==> config.mk <==
export PLATFORM = sky130hd
export DESIGN_NAME = pwm_multi_ch
export DESIGN_NICKNAME = d
export VERILOG_FILES = /design/src/rtl/pwm_multi_ch.sv
export SDC_FILE = /design/constraint.sdc
export NUM_CORES = 1
export LEC_CHECK = 0
export CORE_ASPECT_RATIO = 0.75
export CORE_MARGIN = 8
export CORE_UTILIZATION = 33
export CTS_BUF_LIST = sky130_fd_sc_hd__clkbuf_4
export DETAILED_ROUTE_END_ITERATION = 10
export PLACE_DENSITY = 0.56
export RECOVER_POWER = 25
export SYNTH_ARGS = -nofsm -noshare
export SYNTH_HDL_FRONTEND = slang
export SYNTH_SLANG_ARGS = --single-unit
==> constraint.sdc <==
create_clock -name clk -period 4.6 [get_ports clk]
set_input_delay 0.46 -clock clk [delete_from_list [all_inputs] [get_ports clk]]
set_output_delay 0.46 -clock clk [all_outputs]
set_load 0.005 [all_outputs]
==> src/rtl/pwm_multi_ch.sv <==
// pwm_multi_ch: multi-channel PWM generator with one shared period counter, per-channel
// duty compare and double-buffered configuration (shadow -> active at period boundaries).
// Build option: define PWM_CENTER_ALIGN_EN to add center-aligned (up/down) counting;
// without it the block is edge-aligned only and align_center is ignored.
module pwm_multi_ch #(
    parameter int unsigned CH    = 4,
    parameter int unsigned CNT_W = 32
) (
    input  logic                clk,
    input  logic                rst,
    input  logic                pwm_en,
    input  logic [CNT_W-1:0]    period,
    input  logic [CH*CNT_W-1:0] duty,
    input  logic                align_center,
    input  logic                cfg_load,
    input  logic [CH-1:0]       ch_out_en,
    output logic [CH-1:0]       pwm_out,
    output logic                period_start,
    output logic                load_ack
);

    localparam logic [CNT_W-1:0] One = CNT_W'(1);

    logic [CNT_W-1:0]         s_period_q;
    logic [CNT_W-1:0]         a_period_q;
    logic [CH-1:0][CNT_W-1:0] s_duty_q;
    logic [CH-1:0][CNT_W-1:0] a_duty_q;
    logic                     load_pending_q;
    logic [CNT_W-1:0]         cnt_q;
    logic [CNT_W-1:0]         cnt_d;
    logic [CNT_W-1:0]         period_m1;
    logic                     period_zero;
    logic                     boundary;
    logic                     first_cnt;
    logic                     xfer;
    logic                     run;
    logic [CH-1:0]            pwm_d;

`ifdef PWM_CENTER_ALIGN_EN
    typedef enum logic {StUp, StDown} dir_e;
    dir_e dir_q;
    dir_e dir_d;
    logic s_center_q;
    logic a_center_q;
`else
    logic unused_align_center;
    assign unused_align_center = align_center;
`endif

    // Terminal count of the active period; only meaningful when the period is non-zero
    always_comb begin
        period_zero = (a_period_q == '0);
        period_m1   = period_zero ? '0 : a_period_q - One;
    end

    // Counter next state, boundary detection and first-count-of-period detection
    always_comb begin
        cnt_d     = '0;
        boundary  = 1'b0;
        first_cnt = 1'b0;
`ifdef PWM_CENTER_ALIGN_EN
        dir_d     = StUp;
`endif
        if (period_zero) begin
            // No period in progress, so a pending load may apply on any cycle
            boundary = 1'b1;
        end else begin
`ifdef PWM_CENTER_ALIGN_EN
            if (a_center_q) begin
                first_cnt = (dir_q == StUp) && (cnt_q == '0);
                if (dir_q == StUp) begin
                    if (cnt_q >= period_m1) begin
                        // Hold the peak for one extra clock, then count down
                        cnt_d = period_m1;
                        dir_d = StDown;
                    end else begin
                        cnt_d = cnt_q + One;
                        dir_d = StUp;
                    end
                end else begin
                    if (cnt_q == '0) begin
                        boundary = 1'b1;
                        cnt_d    = '0;
                        dir_d    = StUp;
                    end else begin
                        cnt_d = cnt_q - One;
                        dir_d = StDown;
                    end
                end
            end else begin
                first_cnt = (cnt_q == '0);
                boundary  = (cnt_q >= period_m1);
                cnt_d     = boundary ? '0 : cnt_q + One;
            end
`else
            first_cnt = (cnt_q == '0);
            boundary  = (cnt_q >= period_m1);
            cnt_d     = boundary ? '0 : cnt_q + One;
`endif
        end
        if (!pwm_en) begin
            cnt_d = '0;
`ifdef PWM_CENTER_ALIGN_EN
            dir_d = StUp;
`endif
        end
    end

    // A pending load is applied at a boundary, or at once while the counter is stopped
    assign xfer = load_pending_q && (!pwm_en || boundary);
    assign run  = pwm_en && !period_zero;

    // Per-channel duty compare, gated by run state and output enable
    always_comb begin
        pwm_d = '0;
        for (int unsigned i = 0; i < CH; i++) begin
            pwm_d[i] = run && ch_out_en[i] && (cnt_q < a_duty_q[i]);
        end
    end

    // Shadow registers and load-pending flag; a new write keeps the flag set
    always_ff @(posedge clk) begin
        if (rst) begin
            s_period_q     <= '0;
            s_duty_q       <= '0;
            load_pending_q <= 1'b0;
`ifdef PWM_CENTER_ALIGN_EN
            s_center_q     <= 1'b0;
`endif
        end else begin
            if (cfg_load) begin
                s_period_q <= period;
                s_duty_q   <= duty;
`ifdef PWM_CENTER_ALIGN_EN
                s_center_q <= align_center;
`endif
            end
            if (cfg_load) begin
                load_pending_q <= 1'b1;
            end else if (xfer) begin
                load_pending_q <= 1'b0;
            end
        end
    end

    // Active registers, copied from the shadow set on transfer
    always_ff @(posedge clk) begin
        if (rst) begin
            a_period_q <= '0;
            a_duty_q   <= '0;
`ifdef PWM_CENTER_ALIGN_EN
            a_center_q <= 1'b0;
`endif
        end else if (xfer) begin
            a_period_q <= s_period_q;
            a_duty_q   <= s_duty_q;
`ifdef PWM_CENTER_ALIGN_EN
            a_center_q <= s_center_q;
`endif
        end
    end

    // Shared period counter and count direction
    always_ff @(posedge clk) begin
        if (rst) begin
            cnt_q <= '0;
`ifdef PWM_CENTER_ALIGN_EN
            dir_q <= StUp;
`endif
        end else begin
            cnt_q <= cnt_d;
`ifdef PWM_CENTER_ALIGN_EN
            dir_q <= dir_d;
`endif
        end
    end

    // Registered outputs: one cycle behind the count that produced them
    always_ff @(posedge clk) begin
        if (rst) begin
            pwm_out      <= '0;
            period_start <= 1'b0;
            load_ack     <= 1'b0;
        end else begin
            pwm_out      <= pwm_d;
            period_start <= run && first_cnt;
            load_ack     <= xfer;
        end
    end

endmodule

==> impl_metrics.tcl, run 1 <==
set metrics [dict create \
    insertion_delay_ns 0.79 \
    endpoint_kind "flop" \
    coreArea_sq_mm 0.0497 \
    combPwrFrac_pct 18.8 \
    die_y_um 209 \
    p_total_mw 7.46 \
    syn_area_sq_mm 0.0165 \
    slew_violations 135 \
    cts_htree_levels 3 \
    cts.clk_slew.worst_paths_ns 0.06 \
    placed_cells 2456 \
    ir_drop_mv 0.184 \
    rrSetupSlack_ns 0.29 \
    finalHoldViolations 0 \
    setup_tns_ns 0 \
    dieArea_sq_mm 0.0574 \
    critical_path.cell_chain "or4_4, nand2b_4, or3_1, or2_4, and2_1, ha_1, nand2b_1, a2111oi_1, o21bai_1, a211oi_2, nor2_1, o32ai_4, buf_12, buf_16, a22o_1" \
    std_cell_rows 71 \
    crit_family "simple AND/OR/NAND/NOR gates" \
    p_leak_nw 8.96 \
    clock_sinks 359 \
    route.detailed.drc 0 \
    wl_per_cell_um 18.1 \
    violations "capacitance limit, slew limit" \
    pwr-share-seq_pct 45.0 \
    internal_power_mw 5.32 \
    worst-path-max-fanout 49 \
    gr-total-overflow 0 \
    synthFlopType "dfxtp_1" \
    vias 12800 \
    r2r_start "a_period_q[21]" \
    reg2reg_to "a_duty_q[109]" \
    tightest_slew_ns 2.73 \
    hold_path_class "in2reg" \
    synth_nets 1998 \
    nets 2224 \
    crit_path_start_kind "flop" \
    worstPathRequired_ns 5.28 \
    p_sw_mw 2.14 \
    setup_viol 0 \
    grt.total_usage_pct 16.2 \
    path_buf_inv 2 \
    timing.fmax_ghz 0.232 \
    netlist_instances 1669 \
    synth_seq_cells 359 \
    drv_cap 2 \
    io_pins 175 \
    grt_max_degree 78 \
    drive_gt1_share_pct 9.87 \
    first_iter_violations 752 \
    place.gp.congestion 0.794 \
    relSlewSlack_pct -81.9 \
    dp_hpwl_um 33500 \
    viasPerCell 4.91 \
    clkPwrFrac_pct 36.2 \
    min_period_ns 4.31 \
    ys_seq_area_share_pct 43.7 \
    die_x_um 274 \
    cts_made_buffers 93 \
    power.share.switching_pct 28.7 \
    critPathArrivalTime_ns 4.99 \
    layout-area-overhead-vs-synth_pct 22.7 \
    root_buffer "clkbuf_4" \
    yosys_warnings 0 \
    synth_cell_types 50 \
    first_pass_iters 5 \
    synthArstFlopShare_pct 0 \
    rr_worst_depth 15 \
    grt_pass1_wl_um 73600 \
    holdPathEnd "s_period_q[31]" \
    instances_no_fill 2614 \
    grt_pass1_vias 13200 \
    hold_path_depth 2 \
    drt_wl_total_um 47400 \
    cp_num_cells 15 \
    start_util_pct 33.1 \
    synth-edff-count 0 \
    power.density_mw_per_mm2 369 \
    min-delay-start "rst" \
    skew_ns 0.0669 \
    antenna_found_initial 2 \
    synth.avg_cell_area_sq_um 9.86 \
    status "finished, violations left" \
    io_buffers 173 \
    antenna_left 0 \
    max_stage_delay_ns 0.57 \
    rsz0062_at_grt "no" \
    clockBufferDepth 3 \
    period_share_pct 93.6 \
    path_class "reg2reg" \
    crit_slowest_cell "or4_4" \
    cts_tree "yes" \
]
final cells by class:
type / count / area (sq um)
clock inverters: 24 / 149
multi-input cells: 1099 / 8430
inverters: 131 / 492
flip-flops and latches: 359 / 7190
repair buffers: 211 / 2140
diodes: 2 / 5.00
well taps: 657 / 822
fillers: 4989 / 29500
clock buffers: 131 / 983
worst max-delay path by stage:
stage	start	endpoint	slack [ns]
6_report	a_period_q[21]	a_duty_q[109]	0.29
5_1_grt	a_period_q[2]	a_duty_q[107]	0.03
4_1_cts	a_period_q[21]	a_duty_q[113]	0.02
3_5_place_dp	a_period_q[21]	a_duty_q[13]	0.06
3_3_place_gp	a_period_q[21]	a_duty_q[9]	0.1
2_1_floorplan	a_period_q[21]	a_duty_q[100]	0.38
power groups by stage:
stage	sequential, mW	clock [mW]	combinational, mW
6_report	3.36	2.70	1.40
5_1_grt	3.37	2.97	1.56
4_1_cts	3.36	2.81	1.37
3_5_place_dp	3.43	0	1.36
3_3_place_gp	3.43	0	1.32
2_1_floorplan	3.39	0	0.916
metrics by stage:
stage	hold slack, ns	worst slack (ns)	util (%)	area (sq um)
2_1_floorplan	0.441	0.377	-	16500
3_3_place_gp	0.453	0.0960	38.3	19000
3_5_place_dp	0.451	0.0605	38.3	19000
4_1_cts	0.153	0.0182	40.6	20200
5_1_grt	0.158	0.0280	40.6	20200
6_report	0.208	0.293	40.6	20200
registers in the layout (all words and copies together) (netlist names):
register / flops
a_duty_q: 128
a_period_q: 32
cnt_q: 32
load_ack: 1
load_pending_q: 1
period_start: 1
pwm_out: 4
s_duty_q: 128
s_period_q: 32
synth_stat cells, types with 7 or more instances:
cell type / number / area [sq um]
nor2b_1: 10 / 62.6
nand2b_1: 8 / 50.1
nand3_1: 20 / 100
xnor2_1: 19 / 166
xor2_1: 37 / 324
a21o_1: 51 / 383
a21oi_1: 31 / 155
buf_1: 22 / 82.6
inv_1: 131 / 492
nor2_1: 230 / 863
a22o_1: 160 / 1400
ha_1: 160 / 2000
nor3_1: 13 / 65.1
nand2_1: 60 / 225
and4_1: 7 / 61.3
a211oi_1: 10 / 75.1
o21ai_0: 17 / 85.1
nor4_1: 16 / 100
mux2i_1: 161 / 1610
dfxtp_1: 359 / 7190
buf_2: 21 / 105
buf_6: 11 / 124
nand4_1: 38 / 238
clkbuf_1: 25 / 93.8
cells in the final DEF, fill, tap and decap left out, types with 5 or more instances in the layout:
cell and n:
clkbuf_4 131, nand4_1 38, xnor2_1 19, inv_1 131, mux2i_1 161, nor4_1 14
nor2b_1 10, o21ai_0 17, a21oi_1 31, nor3_1 13, clkdlybuf4s50_1 171, a21o_1 51
dfxtp_1 359, nor2_1 229, xor2_1 37, and4_1 6, clkinv_2 5, clkinv_1 16
ha_1 160, nand3_1 20, nand2b_1 8, buf_12 9, nand2_1 60, a211oi_1 8
a22o_1 160, buf_4 28
layer usage:
metal	vias to the layer above	global-route usage [%]	routed length (um)	part of all wire [%]
met1	6075	22.5	23200	49
met5	-	0	0	0
met2	305	24.3	20400	43
li1	6403	-	-	-
met4	0	4.59	806	1.7
met3	64	4.72	3060	6.4
what timing repair did:
action | CTS | global route
hold buffers | 0 | 0
buffers inserted | 0 | 1
setup endpoints to repair | 0 | 192
gates resized for setup | 0 | 10
kinds of logic after synthesis:
family          synth area share [%]
compound gates                  14.0
xor+xnor                        2.98
fa+ha+maj                       12.2
buf+inv                         5.49
flops                           43.7
mux                             9.86
simple gates                    11.9
Power figures use the tool's default switching activity.
==> run 2: changes to the inputs <==
- TNS_END_PERCENT: not set -> 20
==> results of run 2 <==
The final DEF is identical to that of run 1; final timing and power are the same.
